[config.mk]
export PLATFORM = sky130hd
export DESIGN_NAME = arb_mux
export DESIGN_NICKNAME = d
export VERILOG_FILES = /design/src/rtl/arb_mux_pkg.sv /design/src/rtl/rr_arbiter.sv /design/src/rtl/arb_mux.sv
export SDC_FILE = /design/constraint.sdc
export NUM_CORES = 1
export LEC_CHECK = 0
export CORE_MARGIN = 2
export CORE_UTILIZATION = 32
export CTS_CLUSTER_SIZE = 20
export DETAILED_ROUTE_END_ITERATION = 6
export GPL_ROUTABILITY_DRIVEN = 0
export HOLD_SLACK_MARGIN = 0.08
export PLACE_DENSITY = 0.83
export SYNTH_ARGS = -nofsm -noshare
export SYNTH_HDL_FRONTEND = slang
export SYNTH_SLANG_ARGS = --single-unit
[constraint.sdc]
create_clock -name clk -period 1.7 [get_ports clk]
set_input_delay 0.34 -clock clk [delete_from_list [all_inputs] [get_ports clk]]
set_output_delay 0.34 -clock clk [all_outputs]
set_load 0.01 [all_outputs]
[src/rtl/arb_mux_pkg.sv]
// Shared constants and helpers for the arb_mux round-robin multiplexer.
package arb_mux_pkg;

  localparam int ARB_MUX_MAX_N = 16;

  // Channel-index width; never below 1 so a single-channel build still has a port.
  function automatic int selw_f(input int n);
    return (n <= 1) ? 1 : $clog2(n);
  endfunction

endpackage

[src/rtl/rr_arbiter.sv]
// Combinational round-robin arbiter: double-width masked priority search
// starting at ptr and wrapping modulo N. Produces one-hot grant and its index.
module rr_arbiter
  import arb_mux_pkg::*;
#(
  parameter int N = 4,
  localparam int SELW = selw_f(N)
) (
  input  logic [N-1:0]    req,
  input  logic [SELW-1:0] ptr,
  output logic [N-1:0]    grant,
  output logic [SELW-1:0] grant_idx
);

  logic [2*N-1:0] req_dbl;
  logic           hit;

  // Search the doubled request vector from bit ptr upward; the upper copy
  // covers the wrap-around, so the first hit is the round-robin winner.
  always_comb begin
    req_dbl   = {req, req};
    grant     = '0;
    grant_idx = '0;
    hit       = 1'b0;
    for (int i = 0; i < 2*N; i++) begin
      if (!hit && req_dbl[i] && (i >= int'(ptr))) begin
        hit              = 1'b1;
        grant_idx        = SELW'(i % N);
        grant[i % N]     = 1'b1;
      end
    end
  end

endmodule

[src/rtl/arb_mux.sv]
// N-channel valid/ready multiplexer with round-robin arbitration and one
// registered output stage. Optional burst locking via ARB_MUX_LOCK_EN
// (adds in_last; a channel keeps the grant until its last beat transfers).
module arb_mux
  import arb_mux_pkg::*;
#(
  parameter int WIDTH = 32,
  parameter int N     = 4,
  localparam int SELW = selw_f(N)
) (
  input  logic               clk,
  input  logic               rst,
  input  logic [N-1:0]       in_valid,
  input  logic [N*WIDTH-1:0] in_data,
`ifdef ARB_MUX_LOCK_EN
  input  logic [N-1:0]       in_last,
`endif
  output logic [N-1:0]       in_ready,
  output logic               out_valid,
  output logic [WIDTH-1:0]   out_data,
  output logic [SELW-1:0]    out_sel,
  input  logic               out_ready
);

  logic [SELW-1:0] ptr_q;
  logic [N-1:0]    req_eff;
  logic [SELW-1:0] ptr_eff;
  logic [N-1:0]    grant;
  logic [SELW-1:0] gidx;
  logic            load;
  logic            xfer;

`ifdef ARB_MUX_LOCK_EN
  logic            lock_q;
  logic [SELW-1:0] lock_idx_q;
  logic [N-1:0]    lock_mask;

  // While locked only the owning channel may request, and the search starts at it.
  always_comb begin
    lock_mask            = '0;
    lock_mask[lock_idx_q] = 1'b1;
    req_eff              = lock_q ? (in_valid & lock_mask) : in_valid;
    ptr_eff              = lock_q ? lock_idx_q : ptr_q;
  end
`else
  assign req_eff = in_valid;
  assign ptr_eff = ptr_q;
`endif

  rr_arbiter #(.N(N)) u_arb (
    .req       (req_eff),
    .ptr       (ptr_eff),
    .grant     (grant),
    .grant_idx (gidx)
  );

  assign load     = !out_valid || out_ready;
  assign in_ready = (load && !rst) ? grant : '0;
  assign xfer     = |in_ready;

  // Output register and round-robin pointer; a stalled beat holds everything.
  always_ff @(posedge clk) begin
    if (rst) begin
      out_valid <= 1'b0;
      out_data  <= '0;
      out_sel   <= '0;
      ptr_q     <= '0;
    end else if (load) begin
      out_valid <= xfer;
      if (xfer) begin
        out_data <= in_data[gidx*WIDTH +: WIDTH];
        out_sel  <= gidx;
`ifdef ARB_MUX_LOCK_EN
        if (in_last[gidx])
          ptr_q <= (gidx == SELW'(N-1)) ? '0 : gidx + 1'b1;
`else
        ptr_q <= (gidx == SELW'(N-1)) ? '0 : gidx + 1'b1;
`endif
      end
    end
  end

`ifdef ARB_MUX_LOCK_EN
  // Burst lock: set on a non-last beat, cleared on the last beat.
  always_ff @(posedge clk) begin
    if (rst) begin
      lock_q     <= 1'b0;
      lock_idx_q <= '0;
    end else if (xfer) begin
      lock_q     <= !in_last[gidx];
      lock_idx_q <= gidx;
    end
  end
`endif

endmodule

Word level (Yosys, flattened, before mapping)
Cells that the tools add are included.
- equal/unequal tests: 1
- shift operators: 1
- order comparisons: 3
- muxes and demuxes: 23
- reductions and logical operators: 23
- $add $sub $neg: 1
- operator list (cell ; number):
    variable part select 128 x 8 -> 32 bit ; 1
    2-to-1 mux 1 bit ; 15
    2-to-1 mux 2 bit ; 7
    logical AND 1 bit ; 11
    zero test 1 bit ; 9
    >= comparator 1 x 2 -> 1 bit (first input constant) ; 2
    2-to-1 mux 4 bit ; 1
    OR reduction 4 bit ; 1
    adder 2 x 1 -> 2 bit (second input constant) ; 1
    equality test 2 bit (second input constant) ; 1
    >= comparator 2 bit (first input constant) ; 1
    AND reduction 2 bit ; 1
    logical OR 1 bit ; 1
- word-level logic and storage cells: 56
- register bits after elaboration: 37
- output and inout port bits: 39
- bits of input ports: 135

Depth between registers and ports, before layout
- word-level depth: 29
- mapped depth: 8

Cells and area by module
From an unflattened synthesis, not the netlist that was laid out.
- cell total of the unflattened synthesis: 252
- area total of the unflattened synthesis: 2618.8 um^2
- by module, submodules not included (module ; area each (um^2) ; cells each ; seq. area each (um^2) ; instances):
    arb_mux ; 2409.8 ; 221 ; 740.7 ; 1
    rr_arbiter ; 209.0 ; 31 ; 0.0 ; 1

Least setup slack after synthesis
OpenSTA, ideal clock, no wires.
- kind: input to register
- start point: input port in_valid[1]
- end point: register out_data[0]
- arrival: 1.675 ns
- data required time: 1.571 ns
- cell stages on the path: 8
- path slack: -0.104 ns
- buffers on the path: 3
- path through: buf_2 -> a21o_1 -> a21boi_0 -> o21a_1 -> buf_4 -> buf_2 -> mux2i_1 -> o221ai_2
- cells in the longest elaborated chain, start to end: 25
- elaborated cells on any way between the ends: 39
- classes of those cells: shift (1); mux (21); reduce/logical (17)
- RTL lines (element ; RTL line ; RTL):
    start: declaration ; arb_mux.sv:13 ; input logic [N-1:0] in_valid,
    branches (longest 25 deep; another with logical AND 1 bit) ; - ;
    end signal: assignment ; arb_mux.sv:71 ; out_data <= in_data[gidx*WIDTH +: WIDTH];
    end: declaration ; arb_mux.sv:20 ; output logic [WIDTH-1:0] out_data,
Parallel ways; which one is timed is not known.
A chain may end at the register's enable or synchronous reset.

Worst setup path in the final report
- start point: register ptr_q[1] (netlist: ptr_eff[1])
- end point: register out_data[3]
- cells in the longest elaborated chain, start to end: 29
- elaborated cells on any way between the ends: 45
- classes of those cells: order compare (3); shift (1); mux (22); reduce/logical (19)
- RTL lines (element ; RTL line ; RTL):
    start: declaration ; arb_mux.sv:25 ; logic [SELW-1:0] ptr_q;
    start signal: assignment ; arb_mux.sv:77 ; ptr_q <= (gidx == SELW'(N-1)) ? '0 : gidx + 1'b1;
    branches (longest 29 deep; another with >= comparator 1 x 2 -> 1 bit) ; - ;
Parallel ways; which one is timed is not known.

==> metrics <==
number of CTS-inserted buffers 5; largest cells by area after synthesis dfxtp_1 31%, mux2i_1 27%, o221ai_2 18%; routed vias 2688; post-synthesis register bit count 37; synthesized netlist cell count 237; outcome complete, but fails checks; Pre-antenna DRT Iters 4; synth warn 0; Setup WS post-layout -0.0162 ns; final hold vios 0; max_slew headroom 0.774; first-pass GRT wire length 13300 um; # DRC 0; Worst-path clk slew 0.07 ns; Min-Delay Path Depth 2; CP endpoint kind flip-flop; worst skew pair latency 0.28 ns; CTS tree built; Mean Syn Cell Area 10.1 sq um; vias in the first global route 2828; placed insts 512; standard-cell row count 31; Leak 1.81 nW; Final #Nets 564; Tcrit/Tclk final 1.01; failing checks negative setup slack; Slew @ Worst Pin 0.338 ns; commonest non-fill, non-tap cell in the layout clkdlybuf4s50_1; Port Buf Inserts 173; clock buffer depth 2; MaxCap Viol Count 0; clk sinks 37; Seq/Total Area, Yosys 0.308; total core area 0.00725 sq mm; CP startpoint kind flip-flop; Detailed Route WL 8530 um; pin count of the biggest net entering global routing 20; DR iter-0 viols 37; Setup crit start ptr_eff[1]; required time of the critical path 1.86 ns; grt ovf 0; top routing layer in use met4; Total Routing Usage GR 0.196; Met2 Wirelength 4610 um; vias per inst 5.09; reg-to-reg setup timing slack -0.02 ns; die footprint 0.00822 sq mm; minimum clock period 1.72 ns; Netlist Area Pre-Place 0.00240 sq mm; max-slew violation count 0; pwr dens 676 mW/mm^2; Initial Utilization 0.331; number of H-tree levels 2; Post-synth EDFFs 0; diodes inserted 0; leading area contributor after synthesis dfxtp_1; Max VDD drop 344 uV; most frequent cells in the layout 163 x clkdlybuf4s50_1, 36 x nand2_1, 35 x dfxtp_1, 31 x o221ai_2, 25 x mux2i_1; crit-path max FO 8; initial antenna violation count 0; unrepaired setup endpoints after global routing true; Yosys top cell area share 0.308; layout cells sized above 1 0.324; Primary FF master, synth dfxtp_1; reg2reg path depth 8; Hold Buf Count CTS 0; Layout Cells excl Fill 528; Post-DRT Antenna Nets 0; clk_skew 0.00388 ns; crit path DAT 1.87 ns; DP Wirelength 6140 um; Finish-stage setup viols 3; Area Overhead vs Synth 108%; RR Startpoint ptr_eff[1]; async set-or-reset flop fraction in the synthesized netlist 0; IO Pins 174; Hold Path Class reg -> reg; Synth Net Count 372; die height 90.6 um; met1 WL 3230 um; WL/cell 16.1 um; root buf cell clkbuf_8; hold_sp out_data[12]; total power 3.38 mW; fmax 583 MHz; Worst Setup Path Type reg -> reg; DIE WIDTH 90.6 um; met3 WL 660 um; number of distinct library cells after synthesis 32; Setup Total Neg Slack -0.0254 ns
[logic make-up after synthesis]
family	synth area share
AO/OA/AOI/OAI	0.243
buffers and inverters	0.0724
flip-flops	0.308
multiplexers	0.267
AND/OR/NAND/NOR	0.109
[power by group]
group	internal, mW	switching (mW)
registers	1.00	0.0778
logic	1.04	0.644
clock network	0.322	0.286
[Yosys cell counts (3+ instances only)]
cell,instances
clkbuf_1,4
o221ai_2,29
mux2i_1,64
nor2_1,8
buf_2,11
o221ai_1,3
buf_12,3
nor2b_1,3
a21oi_1,8
dfxtp_1,37
nor3_1,3
nand2_1,37
[final timing paths]
| path | to |
|---|---|
| setup reg to reg | out_data[3] |
| hold / removal | out_data[12] |
| hold reg to reg | out_data[12] |
| setup / recovery | out_data[3] |
[area by class of cell]
| class | count | area (sq um) |
|---|---|---|
| multi-input cells | 176 | 1860 |
| repair buffers | 208 | 2180 |
| clock buffers | 7 | 86.3 |
| well taps | 99 | 124 |
| fillers | 509 | 2260 |
| inverters | 1 | 3.75 |
| flip-flops and latches | 37 | 748 |
[through the flow]
stage	utilization	hold slack (ns)	setup WS, ns	area (sq um)
3_3_place_gp	0.605	0.444	-0.682	4390
2_1_floorplan	-	0.481	-0.0648	2440
4_1_cts	0.654	0.468	-0.0475	4750
3_5_place_dp	0.605	0.454	-0.707	4390
6_report	0.689	0.465	-0.0162	5000
5_1_grt	0.689	0.467	-0.0969	5000
[state kept, by name, indices dropped and copies added (netlist names)]
name       cells
out_valid      1
out_sel        2
out_data      32
ptr_eff        2
[routing by layer]
layer,track usage,vias up
met5,0,-
met4,0.0385,0
met3,0.0601,4
met2,0.377,118
met1,0.210,1285
li1,-,1281
[worst max-delay path, stage by stage, from the launching register on]
cell,delay (ns)
dfxtp_4,0.37
a21o_1,0.17
a21boi_2,0.15
o21a_4,0.16
buf_12,0.12
buf_12,0.11
buf_16,0.15
mux2i_2,0.24
o221ai_2,0.12
[what timing repair did]
item,in CTS,in global routing
setup buffers,3,1
resized for setup,68,45
pin swaps,8,13
gates cloned,4,1
endpoints found under the setup margin,40,37
(Power assumes the default switching activity.)
